[config.mk]
export PLATFORM = sky130hd
export DESIGN_NAME = dmem_lsu
export DESIGN_NICKNAME = d
export VERILOG_FILES = /design/src/rtl/dmem_lsu.sv
export SDC_FILE = /design/constraint.sdc
export NUM_CORES = 1
export LEC_CHECK = 0
export ABC_AREA = 1
export BUFFER_PORTS_ARGS = -buffer_cell sky130_fd_sc_hd__buf_4
export CAP_MARGIN = 20
export CORE_MARGIN = 8
export CORE_UTILIZATION = 56
export CTS_BUF_LIST = sky130_fd_sc_hd__clkbuf_2
export CTS_CLUSTER_SIZE = 30
export DETAILED_ROUTE_END_ITERATION = 7
export PLACE_DENSITY = 0.82
export SLEW_MARGIN = 40
export SYNTH_ARGS = -nofsm -noshare
export SYNTH_HDL_FRONTEND = slang
export SYNTH_SLANG_ARGS = --single-unit
[constraint.sdc]
create_clock -name clk -period 2.6 [get_ports clk]
set_clock_uncertainty 0.15 [all_clocks]
set_input_delay 0.65 -clock clk [delete_from_list [all_inputs] [get_ports clk]]
set_output_delay 0.65 -clock clk [all_outputs]
set_load 0.01 [all_outputs]
[src/rtl/dmem_lsu.sv]
// Load/store unit between execute and a byte-addressed data memory; misaligned accesses are split into bytes.
// Define LSU_MISALIGN_TRAP_EN to trap misaligned accesses (no memory cycle, rsp_misaligned=1) instead of splitting them.
module dmem_lsu #(
  parameter int ADDR_WIDTH = 32,
  parameter int DATA_WIDTH = 32
) (
  input  logic                  clk,
  input  logic                  rst_n,
  input  logic                  req_valid,
  output logic                  req_ready,
  input  logic [ADDR_WIDTH-1:0] req_addr,
  input  logic [DATA_WIDTH-1:0] req_wdata,
  input  logic [2:0]            req_read,
  input  logic [1:0]            req_write,
  output logic                  rsp_valid,
  output logic [DATA_WIDTH-1:0] rsp_rdata,
  output logic                  rsp_misaligned,
  output logic [ADDR_WIDTH-1:0] m_addr,
  output logic [DATA_WIDTH-1:0] m_wdata,
  output logic [2:0]            m_read,
  output logic [1:0]            m_write,
  input  logic [DATA_WIDTH-1:0] m_rdata
);

  typedef enum logic [1:0] {
    IDLE   = 2'd0,
    ACCESS = 2'd1,
    RESP   = 2'd2
  } state_t;

  state_t                state, state_next;
  logic [ADDR_WIDTH-1:0] addr_q;
  logic [DATA_WIDTH-1:0] wdata_q;
  logic [DATA_WIDTH-1:0] asm_q, asm_next;
  logic [DATA_WIDTH-1:0] rdata_q, load_result;
  logic [2:0]            read_q;
  logic [1:0]            write_q;
  logic                  is_store_q, is_load_q, misal_q;
  logic [1:0]            k_q, k_last_q;

  logic                  req_store, req_load, req_misal;
  logic [1:0]            req_size;

  // A store wins over a load when both codes are nonzero.
  assign req_store = |req_write;
  assign req_load  = !req_store && (|req_read[1:0]);
  assign req_size  = req_store ? req_write : req_read[1:0];
  assign req_misal = (req_store || req_load) &&
                     (((req_size == 2'b10) && req_addr[0]) ||
                      ((req_size == 2'b11) && (req_addr[1:0] != 2'b00)));

  function automatic logic [DATA_WIDTH-1:0] extend(input logic [DATA_WIDTH-1:0] raw,
                                                   input logic [2:0]            code);
    case (code[1:0])
      2'b01:   return code[2] ? {{(DATA_WIDTH-8){raw[7]}}, raw[7:0]}
                              : {{(DATA_WIDTH-8){1'b0}}, raw[7:0]};
      2'b10:   return code[2] ? {{(DATA_WIDTH-16){raw[15]}}, raw[15:0]}
                              : {{(DATA_WIDTH-16){1'b0}}, raw[15:0]};
      2'b11:   return raw;
      default: return '0;
    endcase
  endfunction

  // NOTE: flops use non-blocking assignments so every register samples pre-edge values.
  always_ff @(posedge clk or negedge rst_n) begin
    if (!rst_n) state <= IDLE;
    else        state <= state_next;
  end

  always_comb begin
    state_next = state;
    case (state)
      IDLE: begin
        if (req_valid) begin
          if (!(req_store || req_load)) state_next = RESP;
`ifdef LSU_MISALIGN_TRAP_EN
          else if (req_misal)           state_next = RESP;
`endif
          else                          state_next = ACCESS;
        end
      end
      ACCESS:  if (!misal_q || (k_q == k_last_q)) state_next = RESP;
      RESP:    state_next = IDLE;
      default: state_next = IDLE;
    endcase
  end

  // Byte k of a split load lands in assembly lane k; the last lane bypasses asm_q.
  always_comb begin
    asm_next                       = asm_q;
    asm_next[{k_q, 3'b000} +: 8]   = m_rdata[7:0];
    load_result                    = is_load_q ? extend(misal_q ? asm_next : m_rdata, read_q) : '0;
  end

  always_ff @(posedge clk or negedge rst_n) begin
    if (!rst_n) begin
      addr_q     <= '0;
      wdata_q    <= '0;
      read_q     <= '0;
      write_q    <= '0;
      is_store_q <= 1'b0;
      is_load_q  <= 1'b0;
      misal_q    <= 1'b0;
      k_q        <= '0;
      k_last_q   <= '0;
      asm_q      <= '0;
      rdata_q    <= '0;
    end else begin
      case (state)
        IDLE: begin
          if (req_valid) begin
            addr_q     <= req_addr;
            wdata_q    <= req_wdata;
            read_q     <= req_read;
            write_q    <= req_write;
            is_store_q <= req_store;
            is_load_q  <= req_load;
            misal_q    <= req_misal;
            k_q        <= '0;
            k_last_q   <= (req_size == 2'b10) ? 2'd1 : 2'd3;
            asm_q      <= '0;
            if (state_next == RESP) rdata_q <= '0;
          end
        end
        ACCESS: begin
          k_q   <= k_q + 2'd1;
          asm_q <= asm_next;
          if (state_next == RESP) rdata_q <= load_result;
        end
        default: ;
      endcase
    end
  end

  // NOTE: every output gets a default first so no latch is inferred outside ACCESS.
  always_comb begin
    m_addr  = '0;
    m_wdata = '0;
    m_read  = '0;
    m_write = '0;
    if (state == ACCESS) begin
      m_addr = addr_q + {{(ADDR_WIDTH-2){1'b0}}, k_q};
      if (misal_q) begin
        m_wdata = is_store_q ? {{(DATA_WIDTH-8){1'b0}}, wdata_q[{k_q, 3'b000} +: 8]} : '0;
        m_read  = is_load_q  ? 3'b001 : 3'b000;
        m_write = is_store_q ? 2'b01  : 2'b00;
      end else begin
        m_wdata = is_store_q ? wdata_q : '0;
        m_read  = is_load_q  ? read_q  : 3'b000;
        m_write = is_store_q ? write_q : 2'b00;
      end
    end
  end

  assign req_ready = (state == IDLE);
  assign rsp_valid = (state == RESP);
  assign rsp_rdata = rdata_q;

`ifdef LSU_MISALIGN_TRAP_EN
  assign rsp_misaligned = (state == RESP) && misal_q;
`else
  assign rsp_misaligned = 1'b0;
`endif

endmodule

-- Word-level counts from Yosys, hierarchy flattened
Index checks and enable logic that the tools add are counted.
W data, S select, Z words.
- $add $sub $neg: 3
- equality and inequality tests: 12
- shift operators: 3
- multiplexer cells: 33
- reduce and logical (&&, ||, !) cells: 17
- operators by type and width (kind ; number):
    $mux W32 ; 12
    $pmux W32 S2 ; 2
    $pmux W32 S3 ; 1
    $add A32 B2 Y32 ; 1
    $bwmux W32 ; 1
    $shift A8 B7 Y32 const A ; 1
    $shiftx A32 B6 Y8 ; 1
    $shiftx A8 B7 Y32 ; 1
    $mux W2 ; 9
    $eq A2 B2 Y1 const B ; 6
    $mux W3 ; 3
    $mux W8 ; 1
    $pmux W2 S2 ; 2
    $neg A5 Y7 ; 1
    $eq A2 B1 Y1 const B ; 2
    $logic_and A1 B1 Y1 ; 4
    $ne A2 B2 Y1 const B ; 2
    $reduce_and A2 Y1 ; 2
    $reduce_and A4 Y1 ; 1
    $reduce_bool A2 Y1 ; 2
    $reduce_or A2 Y1 ; 2
    $logic_or A1 B1 Y1 ; 3
    $add A2 B1 Y2 const B ; 1
    $eq A2 B2 Y1 ; 1
    4 further kinds ; 6
- bits in registers: 142
- bits of input ports: 104
- output and inout bits: 104
- logic and storage cells: 80

-- Depth between registers and ports, before layout
Gate-level depths: netlist (run 1).
- depth in word-level cells: 11
- gate-level depth with buffers: 13

-- Worst setup path after synthesis (run 1)
No wires, ideal clock.
- path type: register to output
- from: register k_q[0]
- to: output port m_addr[18]
- data arrival time: 1.693 ns
- data required time: 1.800 ns
- path slack: 0.107 ns
- stages on the path, launching flop included: 10
- cells stage by stage: dfrtp_1 > ha_1 > fa_1 > nand2_2 > nor2_4 > nand2_4 > nor2_8 > nand2_1 > nor2_1 > nor3_1
- word-level cells in the longest chain between the ends: 2
- RTL lines (item ; RTL line ; source):
    start: declaration ; 39 ; logic [1:0] k_q, k_last_q;
    start signal: assignment ; 126 ; k_q <= k_q + 2'd1;
    $add A32 B2 Y32 ; 142 ; m_addr = addr_q + {{(ADDR_WIDTH-2){1'b0}}, k_q};
    $mux W32 ; 141 ; if (state == ACCESS) begin
    end: declaration ; 18 ; output logic [ADDR_WIDTH-1:0] m_addr,
Every way passes these cells.

-- Final worst setup path (run 1)
- from: register addr_q[0]
- to: output port m_addr[16]
- word-level cells in the longest chain between the ends: 2
- RTL lines (item ; RTL line ; source):
    start: declaration ; 32 ; logic [ADDR_WIDTH-1:0] addr_q;
    start signal: assignment ; 112 ; addr_q <= req_addr;
    $add A32 B2 Y32 ; 142 ;
    $mux W32 ; 141 ;
Every way passes these cells.

==> key figures, run 1 <==
Status
  • Status: complete, but fails checks
  • Failing checks: negative setup slack

Clocking
  • CTS tree: yes
  • H-tree lvl count: 4
  • Root Buffer: clkbuf_2
  • Clock Latency Late Sink: 0.77 ns
  • Clock tree buffer depth: 2
  • CTS sink count: 142
  • CTS Buf Count: 17
  • Clk slew on worst S/H paths: 0.24 ns

Synthesis
  • Post-Synth Simple-Gate Area: 37.49%
  • Synth async-reset ratio: 100.0%
  • Post-synth EDFFs: 0
  • Cell count after synthesis: 1199
  • Synthesized area: 8293 um2
  • Largest family of logic cells by synthesized area: simple AND/OR/NAND/NOR gates
  • Ys flop type: dfrtp_1
  • Mapped Avg Cell Area: 6.917 um2
  • Mux share of post-synthesis cell area: 0%
  • XOR/XNOR Fraction of Synth Area: 0.8449%
  • Syn_nets: 1311
  • Yosys reg bits: 142
  • Unique cell type count in the Yosys netlist: 39
  • Synth warn: 0
  • Register area share after synthesis: 42.85%
  • Synth Area in Compound Gates: 10.29%
  • Area share of fa/ha/maj cells after synthesis: 1.298%

Timing
  • Minimum clock period: 3.599 ns
  • Slew margin rel.: 42.48%
  • # setup viols final: 69
  • Unrepaired setup endpoints after global routing: true
  • Final Hold Fails: 0
  • Final worst slack: -0.9993 ns
  • Setup TNS Final: -33.76 ns
  • Max Slew Vio Count: 0
  • Post-route clock period utilization: 138.4%
  • Tightest Pin Transition: 0.8616 ns
  • Fmax: 277.8 MHz

Worst setup path
  • Critical-path top delay cell: dfrtp_1
  • Crit path max fanout: 6
  • Crit path max-delay family: simple AND/OR/NAND/NOR gates
  • CP arrival: 2.80 ns
  • Critical path type: flop to output pin
  • CP bufs+invs: 1
  • CP Launch Type: flop
  • Critical path cell sequence: ha_4, fa_2, nand2_4, nor2_4, nand2_4, nor2_8, nand3_2, nand2_1, nand2_1, nor2_1, buf_4
  • Reg-to-reg slack, setup: 0.08 ns
  • Worst setup EP type: output pin
  • Critical path's largest stage delay: 0.47 ns
  • CP required: 1.80 ns

Final layout
  • Nets: 1605
  • Commonest non-fill, non-tap cell in the layout: nand2_1
  • Area Overhead vs Synth: 46.44%
  • Share of cells above drive strength 1: 29.21%
  • Fillers: 846
  • Commonest cells after routing, fill and taps aside: nand2_1 (452), buf_4 (217), dfrtp_1 (136), nor2_1 (122), o21ai_0 (77)

Route
  • Vias/cell: 5.899
  • Post-route DRC: 0
  • Vias: 9963
  • Pre-antenna DRT Iters: 8
  • Routed WL: 33.36 mm
  • Post-DRT Antenna Nets: 0
  • DRT iter0 DRCs: 1271
  • Routed wire per std cell: 19.75 um

Floorplan
  • Die Y-Extent: 137.7 um
  • Cell Rows: 44
  • Die Area: 18960 um2
  • Chip width: 137.7 um
  • Starting Density: 57.28%
  • Top Ports: 208
  • Core footprint: 14480 um2

Placed design
  • Detail Placement HPWL: 18.70 mm
  • Gp weighted congestion: 0.9324
  • Port bufs: 206

Power
  • Leakage power: 6.256 nW
  • Peak supply drop: 0.0006024 V
  • Power density cells: 1009 nW/um2
  • Tot Pwr: 12.25 mW

Min path
  • HP Class: primary input to flop

GRT
  • Largest net degree at the start of global routing: 59
  • GRT Util Overall: 30.78%
  • GRT overflow: 0
  • First-pass GRT wire length: 45.77 mm
  • Vias in the first global route: 9207
  • Antenna violations before repair: 2

Run
  • Max-Cap Viols: 0
-- cells by family (layout without fill, tap and decap cells) --
| family | after synthesis | in the layout |
|---|---|---|
| AOI/OAI and AO/OA | 156 | 156 |
| xor gates and xnor gates | 8 | 8 |
| adders and majority gates | 8 | 8 |
| buffers and inverters | 131 | 432 |
| DFF | 142 | 142 |
| other | 1 | 3 |
| and+or+nand+nor | 753 | 756 |
-- path summary, 6_finish.rpt --
path	cells after the start	start	to
max	11	addr_q[0]$_DFFE_PN0P_	m_addr[16]
min	3	req_addr[1]	addr_q[1]$_DFFE_PN0P_
max reg2reg	14	k_q[0]$_DFFE_PN0P_	rsp_rdata[12]$_DFFE_PN0P_
min reg2reg	1	asm_q[31]$_DFFE_PN0P_	asm_q[31]$_DFFE_PN0P_
max in group asynchronous	3	rst_n	state[0]$_DFF_PN0_
min in group asynchronous	2	rst_n	addr_q[14]$_DFFE_PN0P_
-- power breakdown --
group | total (mW) | switching, mW | internal, mW
registers | 3.73 | 0.830 | 2.90
logic | 7.15 | 4.38 | 2.77
clock network | 1.36 | 0.835 | 0.530
total | 12.3 | 6.05 | 6.20
-- flip-flops by register name, summed over array words and instances (netlist names) --
register and cells:
addr_q 32, asm_q 32, is_load_q 1, is_store_q 1, k_last_q 2, k_q 2
misal_q 1, read_q 3, rsp_rdata 32, state 2, wdata_q 32, write_q 2
-- routing by layer --
metal	global-route usage, %	share of wire (%)	vias up	wire length [um]
li1	-	-	4371	-
met1	37.46	35	4590	11770
met2	49.91	47	800	15550
met3	8.242	12	202	3973
met4	14.57	6.2	0	2067
met5	0	0	-	0
-- cell usage after synthesis (10+ instances only) --
cell type / n / share of area [%]
a21o_1: 18 / 1.6
buf_4: 10 / 0.91
a21oi_1: 36 / 2.2
nand2_1: 485 / 22
buf_2: 23 / 1.4
inv_1: 67 / 3.0
nor2_1: 156 / 7.1
nand3_1: 64 / 3.9
clkbuf_1: 17 / 0.77
dfrtp_1: 142 / 43
o21ai_0: 88 / 5.3
-- repair_timing --
action                                  4_1_cts  5_1_grt
endpoints found under the setup margin       92       93
setup buffers                                19        9
hold buffers                                 65        1
gates cloned                                 11        2
resized for setup                           107      127
hold endpoints to repair                    119        1
pin swaps                                    30       41
-- cell type report --
| class | count | area (um2) | share of cell area, % |
|---|---|---|---|
| multi-input combinational | 929 | 4811 | 39.61 |
| sequential | 142 | 3561 | 29.32 |
| timing repair buffer | 327 | 2998 | 24.69 |
| inverter | 75 | 304.0 | 2.504 |
| tap | 184 | 230.2 | 1.896 |
| clock inverter | 8 | 118.9 | 0.9788 |
| clock buffer | 21 | 105.1 | 0.8654 |
| timing repair inverter | 1 | 11.26 | 0.09273 |
| antenna | 2 | 5.005 | 0.04121 |
-- per-stage QoR --
stage | instances | hold WS, ns | area [um2] | setup slack [ns] | utilization [%]
after floorplan | 1199 | 0.2044 | 8293 | 0.1073 | -
after global placement | 1554 | 0.3028 | 9973 | 0.005101 | 68.88
after detailed placement | 1554 | 0.3046 | 9973 | -0.1106 | 68.88
after CTS | 1678 | 0.01600 | 11620 | -0.7249 | 80.24
after global routing | 1689 | -0.01904 | 12140 | -1.080 | 83.87
final | 1689 | 0.007972 | 12140 | -0.9993 | 83.87
-- tightest hold or removal path: stages --
cell     delay, ns
buf_4         0.11
inv_1         0.08
o21ai_0       0.09
Power figures use the tool's default switching activity.
==> run 2, diff against run 1 <==
--- a/config.mk
+++ b/config.mk
@@ -9,12 +9,12 @@
 export BUFFER_PORTS_ARGS = -buffer_cell sky130_fd_sc_hd__buf_4
 export CAP_MARGIN = 20
 export CORE_MARGIN = 8
-export CORE_UTILIZATION = 56
-export CTS_BUF_LIST = sky130_fd_sc_hd__clkbuf_2
+export CORE_UTILIZATION = 54
 export CTS_CLUSTER_SIZE = 30
 export DETAILED_ROUTE_END_ITERATION = 7
-export PLACE_DENSITY = 0.82
+export PLACE_DENSITY = 0.8
 export SLEW_MARGIN = 40
 export SYNTH_ARGS = -nofsm -noshare
 export SYNTH_HDL_FRONTEND = slang
 export SYNTH_SLANG_ARGS = --single-unit
+export TNS_END_PERCENT = 5
==> constraint.sdc (replaced) <==
create_clock -name clk -period 2.6 [get_ports clk]
set_clock_uncertainty 0.15 [all_clocks]
set_input_delay 0.52 -clock clk [delete_from_list [all_inputs] [get_ports clk]]
set_output_delay 0.52 -clock clk [all_outputs]
set_load 0.01 [all_outputs]
==> key figures, run 2 (synthesized netlist as in run 1, its figures left out) <==
GRT
  • GRT overflow: 0 (unchanged)
  • Vias in the first global route: 8461 (was 9207)
  • Antenna violations before repair: 1 (was 2)
  • GRT Util Overall: 26.36% (was 30.78%)
  • Largest net degree at the start of global routing: 68 (was 59)
  • First-pass GRT wire length: 42.08 mm (was 45.77 mm)

Worst setup path
  • Crit path max fanout: 6 (unchanged)
  • Critical-path top delay cell: dfrtp_1 (unchanged)
  • CP arrival: 2.23 ns (was 2.80 ns)
  • CP required: 1.93 ns (was 1.80 ns)
  • Critical path type: flop to output pin (unchanged)
  • Worst R2R End: rsp_rdata[25]$_DFFE_PN0P_ (was rsp_rdata[12]$_DFFE_PN0P_)
  • Reg-to-reg slack, setup: -0.05 ns (was 0.08 ns)
  • Worst setup EP type: output pin (unchanged)
  • R2R cell count: 11 (was 14)
  • CP Launch Type: flop (unchanged)
  • CP most frequent cell: nand2_1
  • Critical path cell sequence: ha_4, fa_2, nand2_4, nor2_4, buf_12, nand2_8, nor2_8, nand3_2, nand2_1, nand2_1, nor2_1, buf_4 (was ha_4, fa_2, nand2_4, nor2_4, nand2_4, nor2_8, nand3_2, nand2_1, nand2_1, nor2_1, buf_4)
  • Reg2Reg Launch Point: k_q[0]$_DFFE_PN0P_ (unchanged)
  • Critical path's largest stage delay: 0.40 ns (was 0.47 ns)

Power
  • Power density cells: 1026 nW/um2 (was 1009 nW/um2)
  • Peak supply drop: 0.0006597 V (was 0.0006024 V)
  • Leakage power: 5.695 nW (was 6.256 nW)

Timing
  • Unrepaired setup endpoints after global routing: true (unchanged)
  • Tightest Pin Transition: 0.7481 ns (was 0.8616 ns)
  • Final worst slack: -0.3023 ns (was -0.9993 ns)
  • Fmax: 344.6 MHz (was 277.8 MHz)
  • Slew margin rel.: 50.05% (was 42.48%)
  • # setup viols final: 60 (was 69)
  • Final Hold Fails: 0 (unchanged)
  • Minimum clock period: 2.902 ns (was 3.599 ns)
  • Max Slew Vio Count: 0 (unchanged)
  • Post-route clock period utilization: 111.6% (was 138.4%)

Clocking
  • Clock tree buffer depth: 2 (unchanged)
  • CTS Buf Count: 17 (unchanged)
  • Root Buffer: clkbuf_16 (was clkbuf_2)
  • CTS tree: yes (unchanged)
  • H-tree lvl count: 4 (unchanged)
  • Clock Latency Late Sink: 0.42 ns (was 0.77 ns)
  • Clk slew on worst S/H paths: 0.06 ns (was 0.24 ns)
  • CTS sink count: 142 (unchanged)

Placed design
  • Detail Placement HPWL: 18.74 mm (was 18.70 mm)
  • Pre-CTS setup slack: -0.07548 ns (was -0.1106 ns)
  • Port bufs: 206 (unchanged)
  • Post-placement cell area: 9943 um2 (was 9973 um2)
  • Gp weighted congestion: 0.9252 (was 0.9324)

Route
  • Post-route DRC: 0 (unchanged)
  • DRT iter0 DRCs: 772 (was 1271)
  • Routed wire per std cell: 16.03 um (was 19.75 um)
  • Routed WL: 25.68 mm (was 33.36 mm)
  • Post-DRT Antenna Nets: 0 (unchanged)
  • Pre-antenna DRT Iters: 5 (was 8)
  • Vias: 8603 (was 9963)
  • Vias/cell: 5.370 (was 5.899)

Run
  • Max-Cap Viols: 0 (unchanged)

Min path
  • HP Class: primary input to flop (unchanged)
  • Hold path depth: 3 (unchanged)
  • Hold path start: req_addr[11] (was req_addr[1])
  • Hold Path End: addr_q[11]$_DFFE_PN0P_ (was addr_q[1]$_DFFE_PN0P_)

Floorplan
  • Die Y-Extent: 139.9 um (was 137.7 um)
  • Top Ports: 208 (unchanged)
  • Core footprint: 15090 um2 (was 14480 um2)
  • Chip width: 139.9 um (was 137.7 um)
  • Cell Rows: 45 (was 44)
  • Starting Density: 54.96% (was 57.28%)
  • Die Area: 19580 um2 (was 18960 um2)

Final layout
  • Fillers: 1259 (was 846)
  • Commonest non-fill, non-tap cell in the layout: nand2_1 (unchanged)
  • Nets: 1514 (was 1605)
  • Fin area: 10820 um2 (was 12140 um2)
  • Area Overhead vs Synth: 30.48% (was 46.44%)
  • Multi-input logic area: 4275 um2 (was 4811 um2)
  • Share of cells above drive strength 1: 23.28% (was 29.21%)
  • Commonest cells after routing, fill and taps aside: nand2_1 (476), buf_4 (232), nor2_1 (151), dfrtp_1 (140), o21ai_0 (88) (was nand2_1 (452), buf_4 (217), dfrtp_1 (136), nor2_1 (122), o21ai_0 (77))
  • Seq. cell area: 3556 um2 (was 3561 um2)

Status
  • Status: complete, but fails checks (unchanged)
  • Failing checks: negative setup slack (unchanged)
-- run 2: final cells by class --
class,count,area share [%]
Clock inverter,10,1.515
Tap cell,188,2.174
Multi-Input combinational cell,926,39.51
Sequential cell,142,32.86
Antenna cell,1,0.02313
Timing Repair Buffer,240,17.24
Inverter,75,2.636
Clock buffer,20,4.036
-- run 2: report_power, final --
group / leakage, nW / internal [mW] / total, mW / switching (mW)
Clock: 0.291 / 1.60 / 2.52 / 0.926
Sequential: 1.84 / 2.91 / 3.50 / 0.589
Combinational: 3.56 / 1.77 / 5.08 / 3.31
Total: 5.70 / 6.28 / 11.1 / 4.82
-- run 2: worst max-delay path by stage --
| stage | start | end | slack [ns] | cells after the start |
|---|---|---|---|---|
| finish | addr_q[0]$_DFFE_PN0P_ | m_addr[22] | -0.30 | 12 |
| global route | addr_q[0]$_DFFE_PN0P_ | m_addr[22] | -0.39 | 12 |
| CTS | k_q[0]$_DFFE_PN0P_ | m_addr[22] | -0.26 | 12 |
| detailed placement | k_q[0]$_DFFE_PN0P_ | rsp_rdata[25]$_DFFE_PN0P_ | -0.08 | 10 |
| global placement | k_q[0]$_DFFE_PN0P_ | rsp_rdata[27]$_DFFE_PN0P_ | 0.03 | 10 |
| floorplan | k_q[0]$_DFFE_PN0P_ | m_addr[18] | 0.24 | 9 |
-- run 2: timing repair --
item                                    in CTS  in global routing
pin swaps                                   12                  9
buffers inserted                             9                  6
hold buffers                                 1                  0
resized for setup                           23                 14
endpoints found under the setup margin      60                 88
endpoints found under the hold margin       49                  0
-- run 2: per-layer routing --
metal | share of wire (%) | wire length, um | GRT usage (%)
met2 | 45 | 11660 | 40.98
met4 | 3.6 | 913 | 12.57
met5 | 0 | 0 | 0
met3 | 8.0 | 2066 | 6.864
met1 | 43 | 11040 | 33.76
-- run 2: through the flow --
step	hold slack [ns]	cells	utilization (%)	power, mW	TNS (ns)
after floorplan	0.07441	1199	-	6.637	0
after global placement	0.3003	1555	65.90	8.271	0
after detailed placement	0.3052	1555	65.90	8.361	-0.9945
after CTS	0.1346	1595	71.06	10.98	-6.172
after global routing	0.1467	1602	71.71	11.88	-15.78
final	0.1430	1602	71.71	11.11	-6.646
-- run 2: critical path: cells and delay by family (launching register included) --
| family | cells | cell delay, ns |
|---|---|---|
| simple gates | 8 | 0.76 |
| fa+ha+maj | 2 | 0.38 |
| buf+inv | 2 | 0.27 |
| flops | 1 | 0.40 |
